File: src/rtl/mask_modulator.sv
// M-ary ASK modulator: packs serial bits into symbols and scales the DDS carrier.
// Optional soft keying: define ASK_RAMP_EN to ramp amplitude by RAMP_STEP per clock.
module mask_modulator #(
  parameter int DATA_W       = 10,
  parameter int BITS_PER_SYM = 1,
  parameter int AMP_W        = 8,
  parameter int SYM_DIV      = 5000,
  parameter int RAMP_STEP    = 16
) (
  input  logic              clk,
  input  logic              rst_n,
  input  logic              enable,
  input  logic              bit_in,
  input  logic              bit_valid,
  output logic              bit_ready,
  input  logic [DATA_W-1:0] carrier_in,
  output logic [DATA_W-1:0] mod_out,
  output logic              sym_strobe,
  output logic              busy,
  output logic              underrun
);

  localparam int L     = 1 << BITS_PER_SYM;
  localparam int CNT_W = $clog2(BITS_PER_SYM + 1);
  localparam int TMR_W = $clog2(SYM_DIV);
  localparam int AV_W  = AMP_W + 1;
  localparam int NUM_W = AMP_W + BITS_PER_SYM + 1;
  localparam int PRD_W = DATA_W + AMP_W + 1;

  localparam logic [CNT_W-1:0] FULL = CNT_W'(BITS_PER_SYM);
  localparam logic [TMR_W-1:0] LAST = TMR_W'(SYM_DIV - 1);
  localparam logic [NUM_W-1:0] DEN  = NUM_W'(L - 1);

  typedef enum logic {IDLE, SYM} state_e;

  function automatic logic [AV_W-1:0] amp_of(
    input logic [BITS_PER_SYM-1:0] s
  );
    logic [NUM_W-1:0] num;
    num = {1'b0, s, {AMP_W{1'b0}}};
    return AV_W'(num / DEN);
  endfunction

  state_e                  state_q, state_d;
  logic [TMR_W-1:0]        timer_q, timer_d;
  logic [CNT_W-1:0]        cnt_q, cnt_d;
  logic [BITS_PER_SYM-1:0] shreg_q, shreg_d;
  logic [AV_W-1:0]         target_q, target_d;
  logic                    strobe_q, strobe_d;
  logic                    under_q, under_d;
  logic [DATA_W-1:0]       mod_q, mod_d;
  logic [AV_W-1:0]         amp_cur;
  logic [PRD_W-1:0]        prod;
  logic                    full, xfer, load;

  assign full      = (cnt_q == FULL);
  assign bit_ready = !full;
  assign xfer      = bit_valid & bit_ready;

  always_comb begin
    state_d  = state_q;
    timer_d  = timer_q;
    cnt_d    = cnt_q;
    shreg_d  = shreg_q;
    target_d = target_q;
    strobe_d = 1'b0;
    under_d  = 1'b0;
    load     = 1'b0;
    if (xfer) begin
      shreg_d = BITS_PER_SYM'({shreg_q, bit_in});
      cnt_d   = cnt_q + CNT_W'(1);
    end
    unique case (state_q)
      IDLE: begin
        target_d = '0;
        timer_d  = '0;
        load     = enable & full;
      end
      SYM: begin
        if (timer_q == LAST) begin
          if (enable && full) begin
            load = 1'b1;
          end else begin
            state_d  = IDLE;
            target_d = '0;
            under_d  = enable;
          end
        end else begin
          timer_d = timer_q + TMR_W'(1);
        end
      end
    endcase
    // a load only happens with the collector full, so no transfer collides
    if (load) begin
      state_d  = SYM;
      timer_d  = '0;
      cnt_d    = '0;
      target_d = amp_of(shreg_q);
      strobe_d = 1'b1;
    end
  end

`ifdef ASK_RAMP_EN
  localparam logic [AV_W-1:0] STEP = AV_W'(RAMP_STEP);
  logic [AV_W-1:0] amp_cur_q, amp_cur_d;

  always_comb begin
    amp_cur_d = target_q;
    if (amp_cur_q < target_q) begin
      if (target_q - amp_cur_q > STEP)
        amp_cur_d = amp_cur_q + STEP;
    end else if (amp_cur_q - target_q > STEP) begin
      amp_cur_d = amp_cur_q - STEP;
    end
  end

  always_ff @(posedge clk) begin
    if (!rst_n) amp_cur_q <= '0;
    else        amp_cur_q <= amp_cur_d;
  end

  assign amp_cur = amp_cur_q;
`else
  assign amp_cur = target_q;
`endif

  assign prod  = carrier_in * amp_cur;
  assign mod_d = DATA_W'(prod >> AMP_W);

  always_ff @(posedge clk) begin
    if (!rst_n) begin
      state_q  <= IDLE;
      timer_q  <= '0;
      cnt_q    <= '0;
      shreg_q  <= '0;
      target_q <= '0;
      strobe_q <= 1'b0;
      under_q  <= 1'b0;
      mod_q    <= '0;
    end else begin
      state_q  <= state_d;
      timer_q  <= timer_d;
      cnt_q    <= cnt_d;
      shreg_q  <= shreg_d;
      target_q <= target_d;
      strobe_q <= strobe_d;
      under_q  <= under_d;
      mod_q    <= mod_d;
    end
  end

  assign mod_out    = mod_q;
  assign sym_strobe = strobe_q;
  assign underrun   = under_q;
  assign busy       = (state_q == SYM);

endmodule

File: config.mk
export PLATFORM = sky130hd
export DESIGN_NAME = mask_modulator
export DESIGN_NICKNAME = d
export VERILOG_FILES = /design/src/rtl/mask_modulator.sv
export SDC_FILE = /design/constraint.sdc
export NUM_CORES = 1
export LEC_CHECK = 0
export CORE_UTILIZATION = 46
export DETAILED_ROUTE_END_ITERATION = 16
export GPL_TIMING_DRIVEN = 0
export PLACE_DENSITY_LB_ADDON = 0.25
export SYNTH_ARGS = -nofsm -noshare
export SYNTH_HDL_FRONTEND = slang
export SYNTH_SLANG_ARGS = --single-unit
File: constraint.sdc
create_clock -name clk -period 2.58 [get_ports clk]
set_input_delay 0.387 -clock clk [delete_from_list [all_inputs] [get_ports clk]]
set_output_delay 0.387 -clock clk [all_outputs]
set_load 0.01 [all_outputs]
==> summary.md, run 1 <==
| Metric | Value |
|---|---|
| RSZ-0062 raised after global routing | no |
| Tmin final | approximately 2.1 ns |
| Required time of the critical path | 2.79 ns |
| Vias in the first global route | between 800 and 900 |
| Critical path's top delay family | simple AND/OR/NAND/NOR gates |
| Max-Cap Viols | 0 |
| Post-Synthesis Cells | around 110 |
| Highest clock rate | roughly 480 MHz |
| Slowest stage cell on the critical path | or4_1 |
| Synth warn | 0 |
| DP Worst Slack | between 0.5 and 0.6 ns |
| GRT overflow | 0 |
| Leak | 0.547 nW |
| Syn Area/Cell | about 9.7 sq um |
| Setup WS post-layout | around 0.49 ns |
| Synth Flop Type | dfxtp_1 |
| Placed Instances | 169 |
| ANT nets after route | 0 |
| Final Cycle Share | 0.810 |
| Worst Hold Class | flip-flop to flip-flop |
| H-tree depth | 2 |
| Port Buffer Count | 28 |
| CTS tree | yes |
| Crit-path cells | or4b_1, or4_1, buf_6, o21bai_4, buf_6, nor2_1 |
| Syn Nets | 129 |
| Detail-routed via count per cell | ~5.0 |
| Vias post-DR | 886 |
| CP max FO | 10 |
| Post-synthesis sequential area ratio | 0.532 |
| GR Util All Layers | 0.189 |
| Die outline width | 50.7 um |
| Number of fillers in the final layout | around 190 |
| Area delta synth->final | 36.7% |
| Status | complete, no violations |
| Routability cong. | roughly 0.81 |
| Final nets | ~160 |
| Initial antenna violation count | 0 |
| FF+latch area | between 500 and 600 sq um |
| Clk_skew | 0.00867 ns |
| WP data arrival | between 2 and 2.5 ns |
| Max_slew headroom | 0.771 |
| Hold Violations, Final | 0 |
| Startpoint class of the critical path | flip-flop |
| Final setup fails | 0 |
| Clock sink count | 29 |
| Synth Register Bits | 29 |
| Residual DRC | 0 |
| Post-Route WL | ~2000 um |
| Post-CTS Resized | 0 |
| Asr flop ratio synth | 0 |
| Power density over cell area | around 590 nW/um^2 |
| CP Buf/Inv Count | 2 |
| Post-synth EDFFs | 0 |
| Die extent in y | around 51 um |
| Die ar. | approximately 2600 sq um |
| Detailed Route Iter0 Violations | 18 |
| Clk Latency, worst-skew pair | ~0.32 ns |
| Ant diodes | 0 |
| Yosys cell types | 26 |
| Top cell by count, worst path | buf_6 |
| Clk slew on worst S/H paths | around 0.090 ns |
| Dpl hpwl | about 1500 um |
| Setup CP Type | flip-flop to flip-flop |
| Multi-input logic area | about 470 sq um |
| Wire per inst | roughly 12 um |
| Clock Root Buffer | clkbuf_4 |
| Slowest stage delay, CP | between 0.5 and 0.6 ns |
| Worst VDD drop | roughly 0.47 mV |
| Initial Util | 0.489 |
| Pin slew with the least headroom to its limit | 0.344 ns |
| CP endpoint kind | flip-flop |
| Num CTS Buffers | 5 |
| Final slew viol count | 0 |
| Fraction of layout cells with a size suffix above 1 | 0.0738 |
| TNS Setup | 0 ns |
| Setup Fix Bufs, Post-CTS | 0 |
| Core outline area | between 2000 and 2500 sq um |
| Global-route wire length before repair | about 3500 um |
| Hold_buf cts | 0 |
| # IOs | 29 |
| Final Power | 884 uW |
| Synthesized cell area | between 1000 and 1500 sq um |
| Site row count | 17 |
| Largest net degree at the start of global routing | 11 |
| First-pass DRT Iterations | 4 |
| Final cell count without fillers | 177 |
| Worst-case clock buffer depth | 2 |
## cells in the mapped netlist (3+ instances only)
cell type	count	area [sq um]
dfxtp_1	29	581
nor2_1	16	60.1
and3_1	10	62.6
nand2_1	9	33.8
xnor2_1	9	78.8
nand3_1	6	30.0
inv_1	4	15.0
nor3_1	3	15.0
nor4_1	3	18.8
## metal layers
layer | wire [um] | track usage | vias up
met5 | 0 | 0 | -
met4 | 48 | 0.111 | 0
met3 | 90 | 0.0636 | 7
met2 | 978 | 0.302 | 24
met1 | 919 | 0.217 | 398
li1 | - | - | 457
## worst reg2reg max path: cells and delay by family, from the launching register on
family                 cells  cell delay, ns
AOI/OAI and AO/OA          1            0.16
and+or+nand+nor            3            1.13
buffers and inverters      2            0.33
DFF                        1            0.37
## cells by family (layout without fill, tap and decap cells)
logic type | after synthesis | in the layout | share of synthesized area
AOI/OAI and AO/OA | 7 | 7 | 0.0516
and+or+nand+nor | 56 | 56 | 0.265
adders and majority gates | 1 | 1 | 0.0115
DFF | 29 | 29 | 0.532
muxes | 2 | 2 | 0.0183
buffers and inverters | 8 | 44 | 0.0413
xor gates and xnor gates | 10 | 10 | 0.0803
## cell type report
class / count / area share
clock inverters: 1 / 0.0201
plain buffers: 4 / 0.0201
multi-input cells: 76 / 0.312
flip-flops and latches: 29 / 0.389
well taps: 28 / 0.0235
repair buffers: 28 / 0.188
inverters: 4 / 0.0101
clock buffers: 7 / 0.0369
## final timing paths
check	from	to	slack, ns	cells past startpoint
setup / recovery	timer_q[6]$_SDFFE_PP0P_	timer_q[11]$_SDFFE_PP0P_	0.49	6
hold reg to reg	amp_cur[8]$_SDFFE_PN0P_	mod_out[0]$_SDFF_PN0_	0.47	1
hold / removal	amp_cur[8]$_SDFFE_PN0P_	mod_out[0]$_SDFF_PN0_	0.47	1
setup reg to reg	timer_q[6]$_SDFFE_PP0P_	timer_q[11]$_SDFFE_PP0P_	0.49	6
## through the flow
step	util	hold WS, ns	area [sq um]
2_1_floorplan	-	0.449	1090
3_3_place_gp	0.630	0.453	1410
3_5_place_dp	0.630	0.459	1410
4_1_cts	0.668	0.472	1490
5_1_grt	0.668	0.505	1490
6_report	0.668	0.471	1490
## registers in the layout, indices dropped and copies added, names as in the netlist
signal / cells
amp_cur: 1
busy: 1
cnt_q: 1
mod_out: 10
shreg_q: 1
sym_strobe: 1
timer_q: 13
underrun: 1
## where the power goes
group          switching [mW]  internal, mW  leakage, nW  total (mW)
combinational          0.0175        0.0314        0.267      0.0489
sequential            0.00442         0.452        0.234       0.457
clock                   0.147         0.231       0.0455       0.378
total                   0.169         0.715        0.547       0.884
## placed cells by master (no fill, tap or decap), drive strengths merged, types with 2 or more instances in the layout
cell / n
or4b: 2
inv: 4
xnor2: 9
a31oi: 2
clkdlybuf4s50: 28
nor4: 3
a21boi: 2
nand2: 10
mux2i: 2
buf: 2
and3: 10
nand4: 2
nand3: 6
nor3: 3
nor2: 16
clkbuf: 9
dfxtp: 29
Power figures use the tool's default switching activity.
==> run 2: changes to the inputs <==
--- a/config.mk
+++ b/config.mk
@@ -5,7 +5,7 @@
 export SDC_FILE = /design/constraint.sdc
 export NUM_CORES = 1
 export LEC_CHECK = 0
-export CORE_UTILIZATION = 46
+export CORE_UTILIZATION = 42
 export DETAILED_ROUTE_END_ITERATION = 16
 export GPL_TIMING_DRIVEN = 0
 export PLACE_DENSITY_LB_ADDON = 0.25
==> constraint.sdc (replaced) <==
create_clock -name clk -period 1.8 [get_ports clk]
set_input_delay 0.27 -clock clk [delete_from_list [all_inputs] [get_ports clk]]
set_output_delay 0.27 -clock clk [all_outputs]
set_load 0.01 [all_outputs]
==> run 2 against run 1 <==
  * The flow now finishes with violations (setup timing)
  * Hold slack improved by 0.0054 ns
  * Critical endpoint is now timer_q[1]$_SDFFE_PP0P_
  * Design area increased by 5.3%
  * First-iteration DRC count increased by 44%
  * Clock-buffer cell count stayed put
  * Final cell count rose by 4.5%
  * Register-to-register slack got worse by 0.61 ns
  * Maximum frequency grew 9.1%
  * Non-clock buffer count up 6
  * Combinational power is 58% higher
  * Sequential cell count is the same
  * Highest routed layer unchanged
  * Clock skew down 0.0010 ns
==> summary.md, run 2 (same netlist as run 1, synthesis figures left out) <==
| Metric | Value |
|---|---|
| Ant diodes | 0 |
| Fraction of layout cells with a size suffix above 1 | 0.174 |
| R2R setup slack | -0.12 ns |
| Residual DRC | 0 |
| Multi-input logic area | just under 500 sq um |
| Routability cong. | between 0.6 and 0.7 |
| Global-route wire length before repair | 3390 um |
| CP endpoint kind | flip-flop |
| WP data arrival | 2.14 ns |
| GRT met1 Usage | 0.200 |
| Dpl hpwl | 1460 um |
| Vias post-DR | 934 |
| Busiest layer in global routing | met2 |
| Clock Root Buffer | clkbuf_4 |
| Crit-path cells | or4b_1, or4_4, buf_4, mux2i_1, nor2_1 |
| Die outline width | around 53 um |
| Setup CP Type | flip-flop to flip-flop |
| Clk slew on worst S/H paths | 0.10 ns |
| Initial Util | 0.444 |
| Hold Violations, Final | 0 |
| Largest reg by FF count | timer_q |
| First-pass DRT Iterations | 4 |
| Design area | ~1600 sq um |
| Num CTS Buffers | 5 |
| CP Buf/Inv Count | 1 |
| Clk_skew | 0.00767 ns |
| Die extent in y | around 53 um |
| TNS Setup | -1.65 ns |
| Final Power | roughly 1.3 mW |
| Max reg flops | 13 |
| Setup WS post-layout | -0.115 ns |
| Die ar. | 2810 sq um |
| Worst-case clock buffer depth | 2 |
| Grt met3 use | 0.0948 |
| Max-Cap Viols | 0 |
| Commonest non-fill, non-tap cell in the layout | clkdlybuf4s50_1 |
| Clk Latency, worst-skew pair | roughly 0.32 ns |
| Met2 Use GR | 0.272 |
| Hold-critical path endpoint | mod_out[0]$_SDFF_PN0_ |
| Leak | between 0.5 and 0.6 nW |
| FF-to-FF path depth | 5 |
| Post-DP Area | approximately 1400 sq um |
| Detailed Route Iter0 Violations | 26 |
| Final setup fails | 17 |
| Largest net degree at the start of global routing | 11 |
| Hold depth | 1 |
| Slowest stage delay, CP | 0.59 ns |
| Post-Route WL | about 2200 um |
| Slowest stage cell on the critical path | or4_4 |
| CP startpoint | timer_q[11]$_SDFFE_PP0P_ |
| # IOs | 29 |
| Initial antenna violation count | 0 |
| Number of fillers in the final layout | roughly 210 |
| Violated checks | setup timing |
| Commonest non-fill, non-tap cells in the layout | clkdlybuf4s50_1, dfxtp_1, nor2_1 |
| Vias in the first global route | a little under 800 |
| Final nets | 170 |
| Area delta synth->final | 43.9% |
| Site row count | 18 |
| Critical path's top delay family | simple AND/OR/NAND/NOR gates |
| Pin slew with the least headroom to its limit | between 0.3 and 0.4 ns |
| H-tree depth | 2 |
| RSZ-0062 raised after global routing | yes |
| R2R Path Start | timer_q[11]$_SDFFE_PP0P_ |
| Tmin final | 1.92 ns |
| GR Util All Layers | 0.177 |
| Clock sink count | 29 |
| Worst Hold Class | flip-flop to flip-flop |
| CTS tree | yes |
| Core outline area | between 2000 and 2500 sq um |
| Power density over cell area | a little over 800 nW/um^2 |
| GRT overflow | 0 |
| Status | finished, violations left |
| Port Buffer Count | 28 |
| Startpoint class of the critical path | flip-flop |
| FF+latch area | between 500 and 600 sq um |
| Highest clock rate | approximately 520 MHz |
| Final slew viol count | 0 |
| Hold wc startpoint | amp_cur[8]$_SDFFE_PN0P_ |
| Wire per inst | 11.6 um |
| CP max FO | 4 |
| Required time of the critical path | 2.03 ns |
| FF-to-FF End | timer_q[1]$_SDFFE_PP0P_ |
| Fin Hold WS | approximately 0.48 ns |
| ANT nets after route | 0 |
| Detail-routed via count per cell | between 5 and 6 |
| Max_slew headroom | 0.760 |
| Worst VDD drop | between 0.6 and 0.7 mV |
| Final Cycle Share | 1.06 |
-- run 2: cell types whose count changed in the layout (fill, tap and decap cells not counted), sizes merged --
cell,previous run,this run
buf,2,8
-- run 2: layout make-up --
| class | count | share of cell area |
|---|---|---|
| clock inverters | 1 | 0.0191 |
| repair buffers | 35 | 0.217 |
| well taps | 30 | 0.0239 |
| flip-flops and latches | 29 | 0.375 |
| multi-input cells | 76 | 0.309 |
| clock buffers | 7 | 0.0351 |
| inverters | 4 | 0.00956 |
| plain buffers | 3 | 0.0120 |
-- run 2: through the flow --
step / setup WS [ns] / util / std cells
floorplan: -0.0973 / - / 113
global placement: -0.201 / 0.575 / 171
detailed placement: -0.217 / 0.575 / 171
CTS: -0.125 / 0.636 / 185
global route: -0.164 / 0.640 / 185
finish: -0.115 / 0.640 / 185
-- run 2: timing repair --
action                     4_1_cts  5_1_grt
hold buffers                     0        0
gates resized for setup          8        4
pin swaps                        3        3
cloned                           1        0
buffers inserted                 6        0
setup endpoints to repair       17       17
-- run 2: worst max-delay path by stage --
stage                               end  slack (ns)  cells past startpoint
5_1_grt         timer_q[6]$_SDFFE_PP0P_       -0.16                      5
2_1_floorplan  timer_q[11]$_SDFFE_PP0P_        -0.1                      6
4_1_cts         timer_q[6]$_SDFFE_PP0P_       -0.13                      5
3_5_place_dp    timer_q[9]$_SDFFE_PP0P_       -0.22                      6
3_3_place_gp   timer_q[11]$_SDFFE_PP0P_       -0.20                      6
6_report        timer_q[1]$_SDFFE_PP0P_       -0.12                      5
-- run 2: routing by layer --
layer | vias to the layer above | wire length, um
li1 | 472 | -
met4 | 0 | 31
met3 | 5 | 124
met1 | 434 | 985
met2 | 23 | 1010
met5 | - | 0
-- run 2: where the power goes --
part           leakage, nW  internal [mW]  switching, mW
Sequential           0.237          0.648        0.00692
Combinational        0.300         0.0491         0.0283
Clock               0.0455          0.332          0.221
Total                0.583           1.03          0.257
==> run 3: changes to the inputs <==
--- a/config.mk
+++ b/config.mk
@@ -6,6 +6,7 @@
 export NUM_CORES = 1
 export LEC_CHECK = 0
 export CORE_UTILIZATION = 42
+export CTS_CLUSTER_SIZE = 40
 export DETAILED_ROUTE_END_ITERATION = 16
 export GPL_TIMING_DRIVEN = 0
 export PLACE_DENSITY_LB_ADDON = 0.25
==> results of run 3 <==
Same layout as run 2: the final DEF is identical, and so are final timing and power.
